===== src/rtl/fetch_pkg.sv =====
// Shared types and constants for the instruction fetch stage.
package fetch_pkg;

   localparam int XLEN = 64;
   localparam int ILEN = 32;

   localparam logic [XLEN-1:0] RESET_PC_DEFAULT = 64'h0;
   localparam logic [ILEN-1:0] NOP              = 32'h0000_0013;

   typedef struct packed {
      logic [XLEN-1:0] pc;
      logic [ILEN-1:0] instr;
   } fetch_entry_t;

   // Instructions are word aligned, so the low two address bits are dropped.
   function automatic logic [XLEN-1:0] align_pc(input logic [XLEN-1:0] pc);
      return pc & ~64'h3;
   endfunction

endpackage


===== src/rtl/fetch_fifo.sv =====
// Small instruction queue holding {pc, instr} entries between imem and decode.
module fetch_fifo
   import fetch_pkg::*;
#(
   parameter int DEPTH = 4
) (
   input  logic                   clk,
   input  logic                   reset,
   input  logic                   flush,
   input  logic                   push,
   input  fetch_entry_t           push_entry,
   input  logic                   pop,
   output fetch_entry_t           head,
   output logic [$clog2(DEPTH):0] count
);

   localparam int AW = $clog2(DEPTH);

   fetch_entry_t   mem [DEPTH];
   logic [AW-1:0]  rd_ptr;
   logic [AW-1:0]  wr_ptr;
   logic           do_push;
   logic           do_pop;

   assign do_pop  = pop && (count != '0);
   assign do_push = push && ((count != (AW+1)'(DEPTH)) || do_pop);
   assign head    = mem[rd_ptr];

   // Pointers wrap naturally at DEPTH; flush empties the queue without touching storage.
   always_ff @(posedge clk or posedge reset) begin
      if (reset) begin
         rd_ptr <= '0;
         wr_ptr <= '0;
         count  <= '0;
         for (int i = 0; i < DEPTH; i++) begin
            mem[i] <= '0;
         end
      end else if (flush) begin
         rd_ptr <= '0;
         wr_ptr <= '0;
         count  <= '0;
      end else begin
         if (do_push) begin
            mem[wr_ptr] <= push_entry;
            wr_ptr      <= wr_ptr + AW'(1);
         end
         if (do_pop) begin
            rd_ptr <= rd_ptr + AW'(1);
         end
         if (do_push && !do_pop) begin
            count <= count + (AW+1)'(1);
         end else if (do_pop && !do_push) begin
            count <= count - (AW+1)'(1);
         end
      end
   end

endmodule


===== src/rtl/fetch_unit.sv =====
// Instruction fetch stage: PC generation, one fetch per cycle, redirect flush.
// Optional misaligned-redirect halting is enabled with FETCH_MISALIGN_CHECK_EN.
module fetch_unit
   import fetch_pkg::*;
#(
   parameter int              DEPTH    = 4,
   parameter logic [XLEN-1:0] RESET_PC = RESET_PC_DEFAULT
) (
   input  logic            clk,
   input  logic            reset,
   output logic            imem_req_valid,
   output logic [XLEN-1:0] imem_req_addr,
   input  logic            imem_req_ready,
   input  logic            imem_rsp_valid,
   input  logic [ILEN-1:0] imem_rsp_data,
   output logic            inst_valid,
   input  logic            inst_ready,
   output logic [ILEN-1:0] inst_data,
   output logic [XLEN-1:0] inst_pc,
   input  logic            redirect_valid,
   input  logic [XLEN-1:0] redirect_pc,
   output logic            fetch_misaligned
);

   localparam int CW = $clog2(DEPTH) + 1;

   logic [XLEN-1:0] fpc;
   logic [XLEN-1:0] inflight_pc;
   logic            inflight;
   logic            kill;
   logic            halted;
   logic            accepted;
   logic            push;
   logic            pop;
   logic [CW-1:0]   count;
   logic [CW:0]     occupancy;
   fetch_entry_t    head;
   fetch_entry_t    push_entry;

   // An outstanding request already owns a queue slot, so it counts toward occupancy.
   assign occupancy      = {1'b0, count} + {{CW{1'b0}}, inflight};
   assign imem_req_valid = !reset && !halted && !redirect_valid && (occupancy < (CW+1)'(DEPTH));
   assign imem_req_addr  = fpc;
   assign accepted       = imem_req_valid && imem_req_ready;

   assign inst_valid = (count != '0);
   assign inst_data  = head.instr;
   assign inst_pc    = head.pc;
   assign pop        = inst_valid && inst_ready && !redirect_valid;
   assign push       = imem_rsp_valid && !kill && !redirect_valid;
   assign push_entry = '{pc: inflight_pc, instr: imem_rsp_data};

   fetch_fifo #(.DEPTH(DEPTH)) u_fifo (
      .clk        (clk),
      .reset      (reset),
      .flush      (redirect_valid),
      .push       (push),
      .push_entry (push_entry),
      .pop        (pop),
      .head       (head),
      .count      (count)
   );

   // The in-flight PC pairs with the response one cycle later; kill drops a stale one.
   always_ff @(posedge clk or posedge reset) begin
      if (reset) begin
         fpc         <= RESET_PC;
         inflight    <= 1'b0;
         inflight_pc <= '0;
         kill        <= 1'b0;
      end else begin
         inflight <= accepted;
         if (accepted) begin
            inflight_pc <= fpc;
         end
         if (redirect_valid) begin
            fpc  <= align_pc(redirect_pc);
            kill <= accepted;
         end else begin
            if (accepted) begin
               fpc <= fpc + 64'd4;
            end
            if (imem_rsp_valid) begin
               kill <= 1'b0;
            end
         end
      end
   end

`ifdef FETCH_MISALIGN_CHECK_EN
   // A misaligned target stops fetching until an aligned redirect arrives.
   always_ff @(posedge clk or posedge reset) begin
      if (reset) begin
         halted           <= 1'b0;
         fetch_misaligned <= 1'b0;
      end else if (redirect_valid) begin
         halted           <= (redirect_pc[1:0] != 2'b00);
         fetch_misaligned <= (redirect_pc[1:0] != 2'b00);
      end
   end
`else
   assign halted           = 1'b0;
   assign fetch_misaligned = 1'b0;
`endif

endmodule

===== config.mk =====
export PLATFORM = sky130hd
export DESIGN_NAME = fetch_unit
export DESIGN_NICKNAME = d
export VERILOG_FILES = /design/src/rtl/fetch_pkg.sv /design/src/rtl/fetch_fifo.sv /design/src/rtl/fetch_unit.sv
export SDC_FILE = /design/constraint.sdc
export NUM_CORES = 1
export LEC_CHECK = 0
export ABC_AREA = 1
export CAP_MARGIN = 20
export CORE_MARGIN = 2
export CORE_UTILIZATION = 55
export CTS_CLUSTER_SIZE = 30
export DETAILED_ROUTE_END_ITERATION = 8
export DONT_BUFFER_PORTS = 1
export MAX_ROUTING_LAYER = met4
export PLACE_DENSITY = 0.74
export SLEW_MARGIN = 5
export SYNTH_ARGS = -nofsm -noshare
export SYNTH_HDL_FRONTEND = slang
export SYNTH_HIERARCHICAL = 1
export SYNTH_SLANG_ARGS = --single-unit

===== constraint.sdc =====
create_clock -name clk -period 14.45 [get_ports clk]
set_clock_uncertainty 0.2 [all_clocks]
set_input_delay 2.1675 -clock clk [delete_from_list [all_inputs] [get_ports clk]]
set_output_delay 2.1675 -clock clk [all_outputs]
set_load 0.05 [all_outputs]

# Word-level counts from Yosys, hierarchy flattened
# Cells that the tools add are included.
# Widths: inputs -> output; s select.
[word_totals]
wordCells = 71
mem_count = 0
register_bits = 521
latchBits = 0
ramBits = 0
output_inout_bits = 163
romBits = 0
[op_classes]
n_addsub = 6
reduce_logical = 25
n_lt_le_gt_ge = 4
n_shift = 0
n_eq_ne = 1
n_mux = 17
bitwise_logic = 3
n_mul = 0
div = 0
[op_table]
columns = ["op", "count"]
rows = [
  ["$bwmux 384", 1],
  ["$mux 96", 3],
  ["$bmux 96 s2", 1],
  ["$demux 96 s2", 1],
  ["$mux 64", 2],
  ["$add 64x3->64 const B", 1],
  ["$logic_and 1x1->1", 12],
  ["$mux 3", 3],
  ["$mux 2", 4],
  ["$reduce_bool 2->1", 4],
  ["$ge 3x3->1 const B", 2],
  ["$not 2->3", 2],
  ["$reduce_bool 3->1", 2],
  ["$logic_not 1->1", 5],
  ["$add 2x1->2 const B", 2],
  ["$add 3x1->4", 1],
  ["$lt 4x3->1 const B", 1],
  ["$add 3x1->3 const B", 1],
  ["$lt 3x1->1 const B", 1],
  ["$ne 3x3->1 const B", 1],
  ["$sub 3x1->3 const B", 1],
  ["$mux 1", 2],
  ["$reduce_and 2->1", 1],
  ["$logic_or 1x1->1", 1],
  ["$not 1->1", 1],
]

# Longest topological paths before layout
# Gate-level depths: netlist of the first run.
[logic_depth]
depth_word = 11
mapped_depth = 13

# Modules after synthesis
# The synthesis of the first run kept the hierarchy.
[by_module_without_submodules]
columns = ["module", "cells_each", "area_per_inst_um2", "n_inst"]
rows = [
  ["fetch_fifo", 1938, 18153.7, 1],
  ["fetch_unit", 1124, 7521.0, 1],
]

# Worst setup path after synthesis of the first run
# No wires, ideal clock.
[synth_path]
path_type = "input -> output"
startpoint = "input redirect_valid"
endpoint = "output imem_req_valid"
required_time_ns = 12.082
path_slack_ns = 9.372
n_path_buf = 0
path_stages = 3
arrival_ns = 2.711
path_cell_list = "nor3_2 -> nand2_1 -> inv_1"
[synth_between]
elab_chain_len = 3
[synth_lines]
columns = ["item", "line", "text"]
rows = [
  ["start, declared", "fetch_unit.sv:20", "input logic redirect_valid,"],
  ["$logic_not 1->1", "fetch_unit.sv:42", "assign imem_req_valid = !reset && !halted && !redirect_valid && (occupancy < (CW+1)'(DEPTH));"],
  ["$logic_and 1x1->1 (2 in series)", "fetch_unit.sv:42", ""],
  ["end, declared", "fetch_unit.sv:11", "output logic imem_req_valid,"],
]
# Every way passes these cells.

# Worst setup path in the final report of the first run
[layout_path]
startpoint = "register u_fifo.rd_ptr[0]"
endpoint = "output inst_data[17]"
[layout_between]
elab_chain_len = 4
[layout_lines]
columns = ["item", "line", "text"]
rows = [
  ["start, declared", "fetch_fifo.sv:20", "logic [AW-1:0] rd_ptr;"],
  ["start signal, assigned", "fetch_fifo.sv:48", "rd_ptr <= rd_ptr + AW'(1);"],
  ["$not 2->3 (not written as such)", "fetch_fifo.sv:27", "assign head = mem[rd_ptr];"],
  ["$bmux 96 s2", "fetch_fifo.sv:27", ""],
  ["$mux 96 (not written as such) (2 in series)", "fetch_fifo.sv:27", ""],
  ["end, declared", "fetch_unit.sv:18", "output logic [ILEN-1:0] inst_data,"],
]
# Every way passes these cells. The select of a mux whose other input is x is not followed.

==> impl_results.md, run 1 <==
* Resize count post-CTS at 0
* Critical path data required time at around 12000 ps
* CTS sink count at between 500 and 600
* Distinct cells, synth at 35
* Cts hold-fix bufs at 0
* Commonest non-fill, non-tap cells in the layout: nand2_1, dfrtp_1, nor2_1, o21ai_0, o21ai_2
* Number of synthesized register bits at 517
* Crit path kind: register to primary output
* Setup TNS at 0 ps
* Worst Setup Start Kind: register
* Slowest stage delay, CP at around 960 ps
* Share of layout cells above drive strength 1 at a little over an eighth
* Status: completed
* Initial Util at between 50% and 60%
* H-tree depth at 2
* CTS clk-pin slew, worst paths at ~60 ps
* Register area at around 13000 um^2
* Util after Layout at 59.1%
* Fin crit period at approximately 6500 ps
* Placer's final routability congestion estimate at 0.932
* Yosys Warn Count at 6
* Post-DP HPWL at 43.6 mm
* Min-Delay Path Class: register to register
* Setup violations, final at 0
* Gr ovfl total at 0
* CTS tree: built
* Root Driver: clkbuf_16
* Seq/Total Area, Yosys at 50.4%
* Vias in the first global route at between 15000 and 20000
* GRT Resource Usage Total at roughly 29%
* Hold WS at approximately 280 ps
* Mapped Area at 25700 um^2
* Post-Route WL at a little under 70 mm
* Leading cell type in the layout, fill and taps excluded: nand2_1
* Area Overhead vs Synth at 6.76%
* Port Buffers at 0
* Post-synth top area share at about half
* NumNets Final at 3095
* DRT iter0 DRCs at 2162
* Final hold violations at 0
* Critical Path Sink Type: primary output
* Crit-path max FO at 73
* Fmax at ~160 MHz
* WP data arrival at approximately 4000 ps
* Initial antenna violation count at 0
* RSZ-0062 raised after global routing: false
* Crit path buf inv count at 2
* DRC viols at 0
* CP most frequent cell: buf_4
* Power Density at 177 nW/um^2
* Max-Cap Viols at 0
* Fill cell count at between 4000 and 5000
* Critical path, cell by cell: buf_4, buf_4, o21ai_0, o22ai_1
* Drt wl/cell at ~19 um
* Worst Max-Slew Pin Slew at approximately 1200 ps
* Full die area at roughly 48000 um^2
* Gate Count Post-Synth at slightly above 3000
* Die W at ~220 um
* Relative slew slack at a little over a fifth
* Period utilization at approximately 45%
* Core Box Area at 46400 um^2
* # IOs at 265
* Cell taking the most area after synthesis: dfrtp_1
* Die H at ~220 um
* Leakage at between 10 and 15 nW
* Clk_lat worst skew at roughly 610 ps
* Worst VDD drop at between 90 and 100 uV
* Via-to-Cell Ratio at between 5 and 6
* Pre-Repair DR Iteration Count at 7
* First-pass GRT wire length at between 100 and 150 mm
* Inserted Clock Buffers at 54
* Antenna Nets Post-Route at 0
* Setup bufs post-CTS at 0
* Pin count of the biggest net entering global routing at between 150 and 200
* CTS max path bufs at 3
* Top delay family on crit path: buffers and inverters
* Num rows at 79
* Dominant cells by area after synthesis: dfrtp_1, nand2_1, o21ai_2
* CP max stage cell: dfrtp_4
* Fin. max-slew vios at 0
* Detailed-route via count at ~21000
* Multi-input logic area at between 10000 and 15000 um^2
* Average size of a mapped cell at approximately 8.4 um^2
* Number of diodes at 0
metrics by stage:
stage                     power, mW  setup slack [ps]  cells  cell area (um^2)
final                          4.86              8000   3635             27400
after global routing           5.10              7810   3635             27400
after CTS                      4.89              8000   3634             27400
after detailed placement       3.46              8670   3537             25600
after global placement         3.40              8720   3532             25500
after floorplan                3.12              1210   3066             25700
power by group:
part | switching, mW | internal, mW | leakage (nW)
Clock | 0.577 | 0.847 | 0.904
Combinational | 1.02 | 0.352 | 5.39
Sequential | 0.317 | 1.75 | 6.80
synthesized netlist by cell type (all sizes together):
cell    instances
clkinv          1
nor2          374
conb            1
o31ai           1
o22ai          96
buf           114
or2             1
fa              1
nor3            3
o21ai         671
xnor2           3
nand4           9
a21oi           5
ha              5
dfrtp         517
nand3b         17
inv           226
o211ai          7
clkbuf         74
xor2            8
nand3         129
nand2         799
registers in the layout (all words and copies together) (netlist names):
register and flops:
imem_req_addr 62, u_fifo/wr_ptr 2, u_fifo/rd_ptr 2, inflight 1, u_fifo/mem 384, u_fifo/count 3
kill 1, inflight_pc 62
final timing paths:
check	from	to	slack (ps)	cells after the start
hold / removal	u_fifo/mem[241]	u_fifo/mem[241]	280	2
setup reg to reg	u_fifo/count[0]	u_fifo/mem[132]	10640	9
max in group asynchronous	reset	u_fifo/mem[270]	10200	3
min in group asynchronous	reset	u_fifo/mem[249]	1370	1
setup / recovery	u_fifo/rd_ptr[0]	inst_data[17]	8000	4
hold reg to reg	u_fifo/mem[241]	u_fifo/mem[241]	280	2
final cells by class:
| class | instances | area share (%) |
|---|---|---|
| multi-input cells | 2134 | 38.6 |
| clock inverters | 19 | 0.895 |
| clock buffers | 78 | 5.77 |
| repair buffers | 53 | 1.57 |
| flip-flops and latches | 517 | 47.2 |
| inverters | 227 | 3.15 |
| well taps | 607 | 2.77 |
worst register-to-register path, delay by kind of cell (launching register included):
family                 cells  cell delay (ps)
and+or+nand+nor            6             1580
AOI/OAI and AO/OA          1              240
buffers and inverters      2             1170
DFF                        1              440
per-layer routing:
layer	vias up	GRT usage, %	wire length (um)
met3	119	5.18	5120
met4	0	10.5	2440
met1	9936	40.3	30000
met5	-	-	0
met2	834	42.6	31000
li1	9850	-	-
kinds of logic (layout without fill, tap and decap cells):
| logic type | Yosys count | count (layout) | synth area share (%) |
|---|---|---|---|
| flops | 517 | 517 | 50.4 |
| buf+inv | 415 | 377 | 8.62 |
| other cells | 1 | 5 | 0.0146 |
| xor+xnor | 11 | 11 | 0.375 |
| fa+ha+maj | 6 | 6 | 0.322 |
| compound gates | 780 | 780 | 19.0 |
| simple gates | 1332 | 1332 | 21.3 |
No activity file was read; power rests on OpenSTA's default activity.
==> run 2, diff against run 1 <==
- PLACE_DENSITY: 0.74 -> 0.77
- clock period: 14.45 -> 5.45 ns (I/O delays scaled with it)
==> impl_results.md, run 2 (synthesis gave the netlist of run 1 again) <==
* Status: completed
* Full die area at 48400 um^2 (unchanged)
* Power Density at 469 nW/um^2 (+160%)
* Worst Setup Start Kind: register
* Area Overhead vs Synth at 7.74%
* CTS sink count at 517 (unchanged)
* Antenna Nets Post-Route at 0 (unchanged)
* Vias in the first global route at 19400 (+0.25%)
* Post-Route WL at 68.9 mm (+0.44%)
* Util after Layout at 59.7% (+0.54 points)
* WHS Path Cells at 1 (-1)
* NumNets Final at 3125 (+0.97%)
* Post-DP HPWL at 44.8 mm (+2.9%)
* H-tree depth at 2 (unchanged)
* Hold WS at 86.6 ps (-189 ps)
* Inserted Clock Buffers at 54 (unchanged)
* Reg-to-Reg Start: u_fifo/count[2]
* Leakage at 13.2 nW (+1.1%)
* Worst hold start: imem_rsp_valid
* Port Buffers at 0 (unchanged)
* Dpl ws at 1750 ps (-6920 ps)
* Placer's final routability congestion estimate at 0.982 (+5.4%)
* Worst Max-Slew Pin Slew at 1220 ps (+12.9 ps)
* Relative slew slack at 20.2% (-0.85 points)
* Int Power at 7.89 mW (+170%)
* CP startpoint: u_fifo/rd_ptr[1]
* Pin count of the biggest net entering global routing at 132 (-22%)
* Die W at 220 um (unchanged)
* Worst VDD drop at 321 uV (+220%)
* Comb power frac at 29.1% (+0.9 points)
* Root Driver: clkbuf_16
* Initial Util at 55.4% (unchanged)
* Setup violations, final at 0 (unchanged)
* Clk_lat worst skew at 600 ps (about the same)
* Fmax at around 230 MHz
* Critical path, cell by cell: buf_4, o21ai_0, o22ai_1
* CTS tree: built
* Sequential share of power at 42.2% (-0.4 points)
* Commonest non-fill, non-tap cells in the layout: nand2_1, dfrtp_1, nor2_1, o21ai_0, o21ai_2
* Worst setup margin at 1030 ps (-6970 ps)
* Fin crit period at between 4000 and 5000 ps
* Clk pwr share at 28.7% (-0.6 points)
* Gr ovfl total at 0 (unchanged)
* CTS clk-pin slew, worst paths at 60 ps (about the same)
* CP max stage cell: o22ai_1
* Psw at 5.08 mW (+170%)
* Max reg flops at 384 (unchanged)
* Max-Cap Viols at 0 (unchanged)
* Largest reg by FF count: u_fifo/mem
* DRC viols at 0 (unchanged)
* First-pass GRT wire length at 107 mm (about the same)
* Slowest stage delay, CP at 950 ps (about the same)
* Crit-path max FO at 64 (-12%)
* Num rows at 79 (unchanged)
* Fin. max-slew vios at 0 (unchanged)
* Number of diodes at 0 (unchanged)
* DRT iter0 DRCs at 2369 (+9.6%)
* Pre-Repair DR Iteration Count at 6 (-1)
* Period utilization at 81.1%
* Share of layout cells above drive strength 1 at 14.2% (+0.87 points)
* CTS max path bufs at 3 (unchanged)
* RSZ-0062 raised after global routing: false
* Crit path buf inv count at 1 (-1)
* Die H at 220 um (unchanged)
* Top delay family on crit path: compound AO/OA/AOI/OAI gates
* # IOs at 265 (unchanged)
* Crit path kind: register to primary output
* Leading cell type in the layout, fill and taps excluded: nand2_1
* Initial antenna violation count at 0 (unchanged)
* GRT Resource Usage Total at 29.0% (+0.038 points)
* WP data arrival at 3400 ps (-680 ps)
* Crit path depth at 3 (-1)
* FF-to-FF path depth at 10 (+1)
* Design Area, Final at 27700 um^2 (+0.92%)
* Core Box Area at 46400 um^2 (unchanged)
* Min-Delay Path Class: input port to register
* Drt wl/cell at 18.8 um (-0.44%)
* Via-to-Cell Ratio at 5.73 (+0.41%)
* Switch share at 39.2% (-0.096 points)
* Critical path data required time at 4430 ps (-7650 ps)
* Final hold violations at 0 (unchanged)
* Detailed-route via count at 21000 (+1.3%)
* Critical Path Sink Type: primary output
* Cell area after placement at 25800 um^2 (+0.98%)
[run 2: cell count changes in the layout (fill, tap and decap cells not counted), moves of 2 or more]
cell / change
buf_4: +26
buf_12: +3
clkbuf_8: +2
bufinv_16: -2
clkinvlp_4: +4
[run 2: worst reg2reg max path: stages, from the launching register on]
cell and delay (ps):
dfrtp_1 480, nor3_1 460, nor2_1 230, inv_2 140, nand3_2 110, nand2_4 110
nor2_8 80, nand2_8 390, buf_4 820, nand2_1 230, o21ai_2 110
[run 2: stage by stage]
step / instances / total power, mW / TNS [ps]
after floorplan: 3066 / 8.28 / -323510
after global placement: 3565 / 9.13 / 0
after detailed placement: 3566 / 9.28 / 0
after CTS: 3666 / 13.0 / 0
after global routing: 3667 / 13.6 / 0
final: 3667 / 13.0 / 0
[run 2: path summary, 6_finish.rpt]
kind | to | slack, ps
hold / removal | kill | 90
max in group asynchronous | u_fifo/mem[250] | 3400
setup / recovery | inst_data[5] | 1030
setup reg to reg | u_fifo/mem[238] | 2020
min in group asynchronous | imem_req_addr[23] | 110
hold reg to reg | u_fifo/mem[200] | 270
[run 2: per-layer routing]
metal  vias up  track usage (%)  share of wire (%)
met1     10100             39.9                 43
met4         0             10.2                3.6
met5         -                -                  0
met3       137             5.26                7.9
met2       878             43.3                 45
li1       9897                -                  -
[run 2: timing repair]
action,in CTS,in global routing
gates resized for setup,0,0
setup endpoints to repair,0,0
buffers inserted,0,0
hold buffers,1,0
endpoints found under the hold margin,16,0
[run 2: layout make-up]
class	instances	area (um^2)
Clock buffer	81	1630
Clock inverter	18	183
Fill cell	4026	18700
Inverter	227	861
Multi-Input combinational cell	2134	10600
Sequential cell	517	12900
Tap cell	607	759
Timing Repair Buffer	83	696
[run 2: power groups by stage]
stage                     sequential (mW)  combinational, mW  clock (mW)
after floorplan                      5.28               3.00           0
after global placement               5.48               3.66           0
after detailed placement             5.52               3.77           0
after CTS                            5.45               3.79        3.80
after global routing                 5.57               4.11        3.94
final                                5.47               3.78        3.72
